$ cat src/rtl/regfile_mp_if.sv
// regfile_mp_if
// Bundles the register file's decode/writeback-facing signals.
//   wen    - write enable from writeback
//   waddr  - write index
//   wdata  - write data
//   raddr  - flattened read indices, port i at [i*ADDR_WIDTH +: ADDR_WIDTH]
//   rdata  - flattened read data, port i at [i*DATA_WIDTH +: DATA_WIDTH]
//   ready  - array initialised and accepting writes
// master: the pipeline side driving indices/writes.
// slave : the register file itself.
interface regfile_mp_if #(
    parameter int ADDR_WIDTH = 5,
    parameter int DATA_WIDTH = 32,
    parameter int NR_READ    = 2
);
    logic                           wen;
    logic [ADDR_WIDTH-1:0]          waddr;
    logic [DATA_WIDTH-1:0]          wdata;
    logic [NR_READ*ADDR_WIDTH-1:0]  raddr;
    logic [NR_READ*DATA_WIDTH-1:0]  rdata;
    logic                           ready;

    modport master (
        output wen, waddr, wdata, raddr,
        input  rdata, ready
    );

    modport slave (
        input  wen, waddr, wdata, raddr,
        output rdata, ready
    );
endinterface

$ cat src/rtl/regfile_mp.sv
// regfile_mp
// Multi-read-port integer register file with an optional hardwired-zero
// entry 0 and a post-reset clear sweep.
//   clk  - single clock, all state changes on posedge
//   rst  - synchronous active-high reset; restarts the clear sweep
//   bus  - regfile_mp_if.slave (wen/waddr/wdata write port, raddr/rdata
//          combinational read ports, ready flag)
// Optional feature: define REGFILE_MP_BYPASS_EN to forward the write data
// to any read port addressing the entry being written in the same cycle.
module regfile_mp #(
    parameter int ADDR_WIDTH = 5,
    parameter int DATA_WIDTH = 32,
    parameter int NR_READ    = 2,
    parameter int ZERO_REG   = 1
) (
    input  logic         clk,
    input  logic         rst,
    regfile_mp_if.slave  bus
);
    localparam int DEPTH = 2 ** ADDR_WIDTH;
    localparam logic [ADDR_WIDTH:0] LAST_IDX = (ADDR_WIDTH + 1)'(DEPTH - 1);

    typedef enum logic {INIT, RUN} state_t;

    state_t                 state;
    logic [ADDR_WIDTH:0]    counter;
    logic                   ready_q;
    logic [DATA_WIDTH-1:0]  regs [DEPTH];
    logic                   write_blocked;
    logic [NR_READ*DATA_WIDTH-1:0] rdata_flat;

    // A write to entry 0 is swallowed when the zero register is enabled.
    assign write_blocked = (ZERO_REG != 0) && (bus.waddr == '0);

    // Sweep controller: after reset, walk the counter across every entry
    // once, then raise ready for good until the next reset.
    always_ff @(posedge clk) begin
        if (rst) begin
            state   <= INIT;
            counter <= '0;
            ready_q <= 1'b0;
        end else if (state == INIT) begin
            counter <= counter + 1'b1;
            if (counter == LAST_IDX) begin
                state   <= RUN;
                ready_q <= 1'b1;
            end
        end
    end

    // Array update: the sweep owns the write port during INIT, so pipeline
    // writes there are dropped; reset also drops any write in flight.
    always_ff @(posedge clk) begin
        if (!rst) begin
            if (state == INIT) begin
                regs[counter[ADDR_WIDTH-1:0]] <= '0;
            end else if (bus.wen && !write_blocked) begin
                regs[bus.waddr] <= bus.wdata;
            end
        end
    end

    // Read ports: purely combinational. INIT forces zero so stale contents
    // never leak out before the sweep finishes.
    always_comb begin
        rdata_flat = '0;
        for (int i = 0; i < NR_READ; i++) begin
            logic [ADDR_WIDTH-1:0] ra;
            logic [DATA_WIDTH-1:0] val;
            ra  = bus.raddr[i*ADDR_WIDTH +: ADDR_WIDTH];
            val = regs[ra];
`ifdef REGFILE_MP_BYPASS_EN
            if (bus.wen && !write_blocked && (bus.waddr == ra)) begin
                val = bus.wdata;
            end
`else
`endif
            if (state == INIT) begin
                val = '0;
            end else if ((ZERO_REG != 0) && (ra == '0)) begin
                val = '0;
            end
            rdata_flat[i*DATA_WIDTH +: DATA_WIDTH] = val;
        end
    end

    assign bus.rdata = rdata_flat;
    assign bus.ready = ready_q;
endmodule

$ cat src/flat_wrapper.sv
// flat-port wrapper written by rule: the top's interface ports become plain ports
module regfile_mp_flat 
#(
    parameter int ADDR_WIDTH = 5,
    parameter int DATA_WIDTH = 32,
    parameter int NR_READ    = 2,
    parameter int ZERO_REG   = 1
)
  (clk, rst, bus_wen, bus_waddr, bus_wdata, bus_raddr, bus_rdata, bus_ready);
  regfile_mp_if #(.ADDR_WIDTH(ADDR_WIDTH), .DATA_WIDTH(DATA_WIDTH), .NR_READ(NR_READ)) bus_i ();
  input  logic clk;
  input  logic rst;
  input wire logic [$bits(bus_i.wen)-1:0] bus_wen;
  input wire logic [$bits(bus_i.waddr)-1:0] bus_waddr;
  input wire logic [$bits(bus_i.wdata)-1:0] bus_wdata;
  input wire logic [$bits(bus_i.raddr)-1:0] bus_raddr;
  output wire logic [$bits(bus_i.rdata)-1:0] bus_rdata;
  output wire logic [$bits(bus_i.ready)-1:0] bus_ready;
  assign bus_i.wen = bus_wen;
  assign bus_i.waddr = bus_waddr;
  assign bus_i.wdata = bus_wdata;
  assign bus_i.raddr = bus_raddr;
  assign bus_rdata = bus_i.rdata;
  assign bus_ready = bus_i.ready;
  regfile_mp #(.ADDR_WIDTH(ADDR_WIDTH), .DATA_WIDTH(DATA_WIDTH), .NR_READ(NR_READ), .ZERO_REG(ZERO_REG)) u_core (.clk(clk), .rst(rst), .bus(bus_i));
endmodule
$ cat config.mk
export PLATFORM = sky130hd
export DESIGN_NAME = regfile_mp_flat
export DESIGN_NICKNAME = d
export VERILOG_FILES = /design/src/rtl/regfile_mp_if.sv /design/src/rtl/regfile_mp.sv /design/src/flat_wrapper.sv
export SDC_FILE = /design/constraint.sdc
export NUM_CORES = 1
export LEC_CHECK = 0
export BUFFER_PORTS_ARGS = -buffer_cell sky130_fd_sc_hd__buf_2
export CAP_MARGIN = 0
export CORE_MARGIN = 4
export CORE_UTILIZATION = 35
export DETAILED_ROUTE_END_ITERATION = 7
export PLACE_DENSITY_LB_ADDON = 0.25
export SLEW_MARGIN = 40
export SYNTH_ARGS = -nofsm -noshare
export SYNTH_HDL_FRONTEND = slang
export SYNTH_SLANG_ARGS = --single-unit
$ cat constraint.sdc
create_clock -name clk -period 6.2 [get_ports clk]
set_clock_uncertainty 0.15 [all_clocks]
set_input_delay 0.31 -clock clk [delete_from_list [all_inputs] [get_ports clk]]
set_output_delay 0.31 -clock clk [all_outputs]
set_load 0.02 [all_outputs]
* Word-level counts from Yosys, hierarchy flattened
Memories as Yosys holds them, arrays and structs flattened.
Cells that the tools add are included.
** Word-level totals
- Flip-flop bits (word level) :: 8
- Memory bits (writable) :: 1024
- Bits of input ports :: 50
- Output and inout bits :: 65
- Logic and storage cells :: 30
- Memories :: 1
** Memories
- u_core.regs :: words 32, width 32, read ports 2, clocked after memory_dff 0, write ports 1, line regfile_mp.sv:28 : logic [DATA_WIDTH-1:0] regs [DEPTH];
** Operators by class
- Add/sub/neg operators :: 1
- Eq/ne operators :: 1
- Muxes and demuxes :: 16
- Bitwise operators :: 1
- Reductions and logical operators :: 7
** Operators with widths (number)
- 2-to-1 mux 32 bit :: 5
- OR reduction 32 bit :: 1
- logical NOT 5 bit :: 3
- 2-to-1 mux 1 bit :: 10
- adder 6 x 1 -> 6 bit, second input constant :: 1
- equality test 6 x 5 -> 1 bit, second input constant :: 1
- 2-to-1 mux 5 bit :: 1
- AND reduction 2 bit :: 1
- logical AND 1 bit :: 1
- logical NOT 1 bit :: 1
- NOT 1 bit :: 1

* Longest topological paths before layout
Gate-level depths: netlist of the first run.
- Word-level depth :: 9
- Depth in mapped cells :: 8
- Mapped depth without buffers :: 5

* Worst setup path before layout of the first run
OpenSTA, ideal clock, no wires.
- Path type :: in2reg
- Start point :: input bus_waddr[1]
- End point :: memory u_core.regs[20][0] (enable)
- Arrival time :: 2.771 ns
- Data required time :: 5.629 ns
- Slack :: 2.858 ns
- Cell stages on the path :: 5
- Path buffers :: 0
- Cells stage by stage :: or3_4 o31a_4 and4bb_1 a41oi_1 nor2_1
** On the way
- Longest elaborated chain between the ends :: 9
** RTL lines
- start, declared :: line flat_wrapper.sv:14 : input wire logic [$bits(bus_i.waddr)-1:0] bus_waddr;
- logical NOT 5 bit :: line regfile_mp.sv:33 : assign write_blocked = (ZERO_REG != 0) && (bus.waddr == '0);
- logical NOT 1 bit :: line regfile_mp.sv:57 : end else if (bus.wen && !write_blocked) begin
- logical AND 1 bit :: line regfile_mp.sv:57
- 2-to-1 mux 1 bit :: line regfile_mp.sv:57
- 2-to-1 mux 1 bit :: line regfile_mp.sv:55 : if (state == INIT) begin
- 2-to-1 mux 1 bit :: line regfile_mp.sv:54 : if (!rst) begin
- 2-to-1 mux 1 bit (implied by the code) :: line regfile_mp.sv:58 : regs[bus.waddr] <= bus.wdata;
- OR reduction 32 bit (no source line)
- 2-to-1 mux 5 bit (no source line) / 2-to-1 mux 1 bit (equally long branches)
- end, declared :: line regfile_mp.sv:28
Parallel ways exist; a longest one is shown, timed or not.

* Worst setup path after layout of the first run
- Start point :: register u_core.state
- End point :: output bus_rdata[45]
** On the way
- Longest elaborated chain between the ends :: 1
** RTL lines
- start, declared :: line regfile_mp.sv:25 : state_t state;
- start signal, assigned :: line regfile_mp.sv:39 : state <= INIT;
- start signal, assigned :: line regfile_mp.sv:45 : state <= RUN;
- 2-to-1 mux 32 bit :: line regfile_mp.sv:78 : if (state == INIT) begin
- end, declared :: line flat_wrapper.sv:17 : output wire logic [$bits(bus_i.rdata)-1:0] bus_rdata;
Every way passes these cells.

==> metrics.txt, run 1 <==
reg2reg end u_core.regs[5][16]; DRT antenna net count 0; worst path required time around 5.7 ns; Final Util 40.5%; Min Clock Period, post-route 4.00 ns; Synth Register Bits 1000; Nets slightly above 3000; WHS 0.0420 ns; crit path from u_core.state; Cells after DPL 4632; Detailed Place HPWL ~93000 um; mux share of post-synthesis cell area between 20 and 25%; simple-gate share of the synthesized area between 3 and 4%; initial core utilization around a third; RSZ-0062 raised after global routing no; largest net degree at the start of global routing 126; syn avg cell area 16.1 um2; startpoint types flip-flop; Synth Warn # 0; commonest cells after routing, fill and taps aside edfxtp_1, mux2i_1, o22ai_1, mux4_2, a22oi_1; row count 133; Final Non-Filler Cells 4833; Final Hold Fails 0; area of the multi-input gates ~16000 um2; HP Class in -> reg; worst vdd ir roughly 0.24 mV; Crit. End Element primary output; Area growth syn-to-layout 14.8%; Syn Nets between 2000 and 3000; worst-skew pair later-pin latency 0.71 ns; die area 139000 um2; WP depth 6; final wirelength 157000 um; Worst path top cell family by delay simple AND/OR/NAND/NOR gates; slew margin rel. 45.2%; layout cells sized above 1 21.6%; Worst EP arrival 3.54 ns; fraction of registers with async set/reset 0%; adder-cell share of the synthesized area less than 1%; critical path class reg -> out; # resized after CTS 0; crit-path cells nand3_1, nor2_4, buf_4, a22oi_1, nand4_1, buf_2; MaxCap Viol Count 0; grt total ovfl 0; Fill cells roughly 12000; RR Startpoint u_core.state; register area ~30000 um2; slack of the critical path 2.20 ns; Leakage 19.4 nW; TritonCTS clock tree yes; RD Place Congestion ~0.8; Peak Freq 250 MHz; Clk pin slew, worst setup/hold paths 0.06 ns; Ant. Diodes 0; Num CTS Buffers 105; dominant synthesized flop cell edfxtp_1; sequential share of the synthesized area 64.4%; reg2reg path depth 5; Synth Instances 2886; Synth Area in XOR/XNOR less than 1%; DRT iter0 DRCs between 3000 and 4000; # setup viols final 0; # H-tree levels 3; synthesized area 46500 um2; Die W 373 um; initial antenna violation count 5; Core Area 132000 um2; routed len/inst 32.4 um; Cell Pwr Density ~270 nW/um2; Tot GR Track Use 22.1%; Num Clock Sinks 1000; chip height 373 um; Final TNS setup 0 ns; pre-CTS setup slack 2.10 ns; Tightest Pin Transition between 0.8 and 0.9 ns; most common cell after layout, fill and taps aside edfxtp_1; post-synth cell types 46; drc violations 0; worst setup path endpoint bus_rdata[45]; CP max stage cell nor2_4; vias 29769; I/O pins 115; root buf cell clkbuf_16; highest fanout seen on the critical path 23; Post-synth EDFFs slightly below 1000; reg2reg setup slack 2.47 ns; max incr delay on CP 0.66 ns; status finished, final reports clean; number of global-route vias before repair between 30000 and 40000; Port Buffers 114; worst path bufs/invs 2; largest family of logic cells by synthesized area multiplexers; router iterations before antenna repair 6; Pins Over Slew Limit 0; clk buf depth 3; routed vias/inst 6.16; global-route wire length before repair 219000 um; Final period util 64.5%; Synth Area in Compound Gates between 7 and 8%
metrics by stage:
stage	power [mW]	cell area (um2)
2_1_floorplan	7.99	46500
3_3_place_gp	8.21	49300
3_5_place_dp	8.22	49800
4_1_cts	14.5	53300
5_1_grt	14.8	53400
6_report	14.4	53400
cells by family (layout without fill, tap and decap cells):
kind of cell             after synthesis  count (layout)
adder cells (fa/ha/maj)                1               1
XOR/XNOR                               5               5
AO/OA/AOI/OAI                        532             532
buffers and inverters                236             428
AND/OR/NAND/NOR                      343             343
flip-flops                          1000            1000
multiplexers                         769             769
how the worst min path moves through the flow:
stage | from | to | slack, ns | depth (start not counted)
finish | bus_wdata[27] | u_core.regs[28][27] | 0.04 | 2
global route | bus_wdata[27] | u_core.regs[28][27] | 0.05 | 2
CTS | bus_wdata[27] | u_core.regs[14][27] | 0.009 | 2
detailed placement | u_core.bus.ready | u_core.bus.ready | 0.34 | 2
global placement | u_core.bus.ready | u_core.bus.ready | 0.33 | 2
floorplan | u_core.counter[5] | u_core.counter[5] | 0.34 | 2
per-layer routing:
| layer | routed length, um | up-vias | track usage (%) |
|---|---|---|---|
| li1 | - | 12165 | - |
| met1 | 63100 | 15690 | 29.7 |
| met2 | 74400 | 1590 | 35.8 |
| met3 | 12700 | 324 | 3.61 |
| met4 | 6380 | 0 | 8.90 |
| met5 | 0 | - | 0 |
area by class of cell:
type | count | area share (%)
Multi-Input combinational cell | 1650 | 29.8
Timing Repair Buffer | 228 | 3.56
Clock buffer | 134 | 5.28
Sequential cell | 1000 | 56.1
Clock inverter | 61 | 1.14
Tap cell | 1755 | 4.11
Inverter | 5 | 0.0352
state kept, by name, indices dropped and copies added, names as in the netlist:
signal / cells
u_core.regs: 992
u_core.counter: 6
u_core.bus.ready: 1
u_core.state: 1
repair_timing:
action / in CTS / in global routing
hold endpoints to repair: 17 / 0
hold buffers: 2 / 0
buffers inserted: 0 / 0
power breakdown:
part           switching, mW  internal (mW)  leakage (nW)
sequential            0.0148           7.35          10.5
clock                   2.69           3.67          1.68
combinational          0.462          0.261          7.24
Yosys cell counts (2+ instances only):
library cell	n	share of area, %
nor3_1	4	0.043
nand2_1	154	1.2
mux2i_1	577	12
a221oi_1	64	1.2
o21ai_0	67	0.72
buf_6	2	0.048
nand2b_1	4	0.054
a21oi_1	6	0.065
clkbuf_1	108	0.87
a22oi_1	192	3.1
and4b_1	2	0.043
and2_1	36	0.48
edfxtp_1	992	64
or2_2	2	0.027
nand4_1	64	0.86
o22ai_1	193	2.6
mux4_2	192	9.3
xnor2_1	2	0.038
buf_4	21	0.34
nor2_1	52	0.42
nand3_1	8	0.086
o31ai_1	2	0.032
xor2_1	3	0.057
nor2b_1	8	0.11
buf_1	18	0.15
dfxtp_1	8	0.34
inv_1	5	0.040
buf_2	82	0.88
Note: power is estimated with default switching activity, not from simulation.
==> inputs of run 2 (changes only) <==
==> constraint.sdc (replaced) <==
create_clock -name clk -period 4.05 [get_ports clk]
set_clock_uncertainty 0.15 [all_clocks]
set_input_delay 0.2025 -clock clk [delete_from_list [all_inputs] [get_ports clk]]
set_output_delay 0.2025 -clock clk [all_outputs]
set_load 0.02 [all_outputs]
==> run 2 against run 1 <==
Against the previous run:
- wire length fell by 2.3%
- flip-flop and latch count did not move
- sequential power rose by 53%
- non-clock buffer count rose by 36
- worst hold slack got worse by 0.013 ns
- worst setup slack got worse by 2.1 ns
- total power rose by 51%
- sequential share of layout area fell by 0.15 points
- cell count rose by 0.60%
- first-iteration DRC count fell by 2.4%
- largest power group unchanged
==> metrics.txt, run 2 (synthesis results as in run 1) <==
status finished, final reports clean; slack of the critical path 0.143 ns (-2.06 ns); MaxCap Viol Count 0 (unchanged); global-route wire length before repair 216000 um (-1.3%); vias 29455 (-1.1%); Cell Pwr Density 409 nW/um2 (+51%); Core Area 132000 um2 (unchanged); clk buf depth 3 (unchanged); HP Class in -> reg; Final Util 40.6% (+0.11 points); layout cells sized above 1 21.7% (+0.13 points); Crit. End Element primary output; startpoint types flip-flop; final wirelength 153000 um (-2.3%); Nets 3074 (+1.1%); routed vias/inst 6.06 (-1.6%); Area growth syn-to-layout 15.1%; Port Buffers 114 (unchanged); Clk pin slew, worst setup/hold paths 0.06 ns (about the same); Final period util 96.5%; Pins Over Slew Limit 0 (unchanged); largest net degree at the start of global routing 92 (-27%); worst path required time 3.70 ns (-2.04 ns); reg2reg end u_core.regs[9][19]; highest fanout seen on the critical path 21 (-8.7%); Detailed Place HPWL 92700 um (-0.31%); hold bufs inserted after CTS 11 (+9); Leakage 19.5 nW (+0.40%); Tightest Pin Transition 0.918 ns (+0.0987 ns); grt total ovfl 0 (unchanged); RR Startpoint u_core.state; I/O pins 115 (unchanged); Fill cells 11869 (-0.32%); row count 133 (unchanged); critical path class reg -> out; Worst EP arrival 3.55 ns (about the same); RSZ-0062 raised after global routing no; initial core utilization 35.3% (unchanged); pre-CTS setup slack 0.709 ns (-1.40 ns); reg2reg path depth 6 (+1); Num CTS Buffers 102 (-2.9%); router iterations before antenna repair 8 (+2); worst vdd ir 0.386 mV (+60%); Final Hold Fails 0 (unchanged); register area 29900 um2 (about the same); max FFs per register 992 (unchanged); worst min-delay path startpoint bus_wdata[27]; commonest cells after routing, fill and taps aside edfxtp_1, mux2i_1, o22ai_1, mux4_2, a22oi_1; initial antenna violation count 8 (+3); worst-skew pair later-pin latency 0.68 ns (-0.03 ns); RD Place Congestion 0.841 (+5.5%); post-CTS setup buffer count 0 (unchanged); most common cell after layout, fill and taps aside edfxtp_1; # setup viols final 0 (unchanged); reg2reg setup slack 0.69 ns (-1.78 ns); Final Power 21.9 mW (+51%); chip height 373 um (unchanged); # H-tree levels 3 (unchanged); number of global-route vias before repair 30096 (+0.19%); area of the multi-input gates 15900 um2 (-0.16%); DRT iter0 DRCs 3113 (-2.4%); Peak Freq 256 MHz; Min-Delay Path Depth 2 (unchanged); routed len/inst 31.5 um (-2.8%); Tot GR Track Use 21.7% (-0.38 points); Final TNS setup 0 ns (unchanged); drc violations 0 (unchanged); slew margin rel. 38.7% (-6.5 points); # resized after CTS 0 (unchanged); Num Clock Sinks 1000 (unchanged); Min Clock Period, post-route 3.91 ns; hold path endpoint u_core.regs[14][27]; root buf cell clkbuf_16; TritonCTS clock tree yes; DRT antenna net count 0 (unchanged); Top Registers u_core.regs: 992 flops, u_core.counter: 6 flops; die area 139000 um2 (unchanged); Largest Register u_core.regs; Die W 373 um (unchanged)
==> run 2: worst max-delay path by stage <==
| stage | startpoint | endpoint | slack [ns] | depth (start not counted) |
|---|---|---|---|---|
| finish | u_core.state | bus_rdata[44] | 0.14 | 6 |
| floorplan | u_core.state | u_core.regs[25][0] | 0.78 | 6 |
| detailed placement | u_core.state | u_core.regs[9][16] | 0.71 | 6 |
| global route | u_core.state | bus_rdata[56] | 0.04 | 7 |
| CTS | u_core.state | bus_rdata[56] | 0.16 | 7 |
| global placement | u_core.state | u_core.regs[9][16] | 0.76 | 6 |
==> run 2: per-layer routing <==
metal | up-vias | track usage (%) | share of wire (%)
met2 | 1397 | 36.4 | 49
li1 | 12245 | - | -
met3 | 340 | 3.29 | 6.8
met1 | 15471 | 28.3 | 40
met4 | 2 | 8.61 | 4.0
met5 | - | 0 | 0.0046
==> run 2: stage by stage <==
stage,instance area (um2),instances,hold slack (ns)
finish,53500,4862,0.0292
global route,53500,4861,0.0381
CTS,53500,4861,0.000569
detailed placement,50100,4663,0.344
global placement,50000,4663,0.345
floorplan,46500,2886,0.335
==> run 2: power breakdown <==
| part | internal (mW) | switching, mW | leakage [nW] |
|---|---|---|---|
| Clock | 5.47 | 4.03 | 1.62 |
| Sequential | 11.3 | 0.0229 | 10.5 |
| Combinational | 0.422 | 0.686 | 7.37 |
==> run 2: area by class of cell <==
class	count	share of cell area [%]
Timing Repair Buffer	264	4.04
Clock buffer	125	5.01
Tap cell	1755	4.10
Multi-Input combinational cell	1650	29.6
Inverter	5	0.0351
Clock inverter	62	1.21
Antenna cell	1	0.00467
Sequential cell	1000	56.0
==> run 2: worst max-delay path, cell delays in order (launching register included) <==
cell,delay (ns)
dfxtp_1,0.50
buf_4,0.27
nand3_2,0.72
a221oi_1,0.58
a22oi_1,0.27
nand4_1,0.29
buf_2,0.22
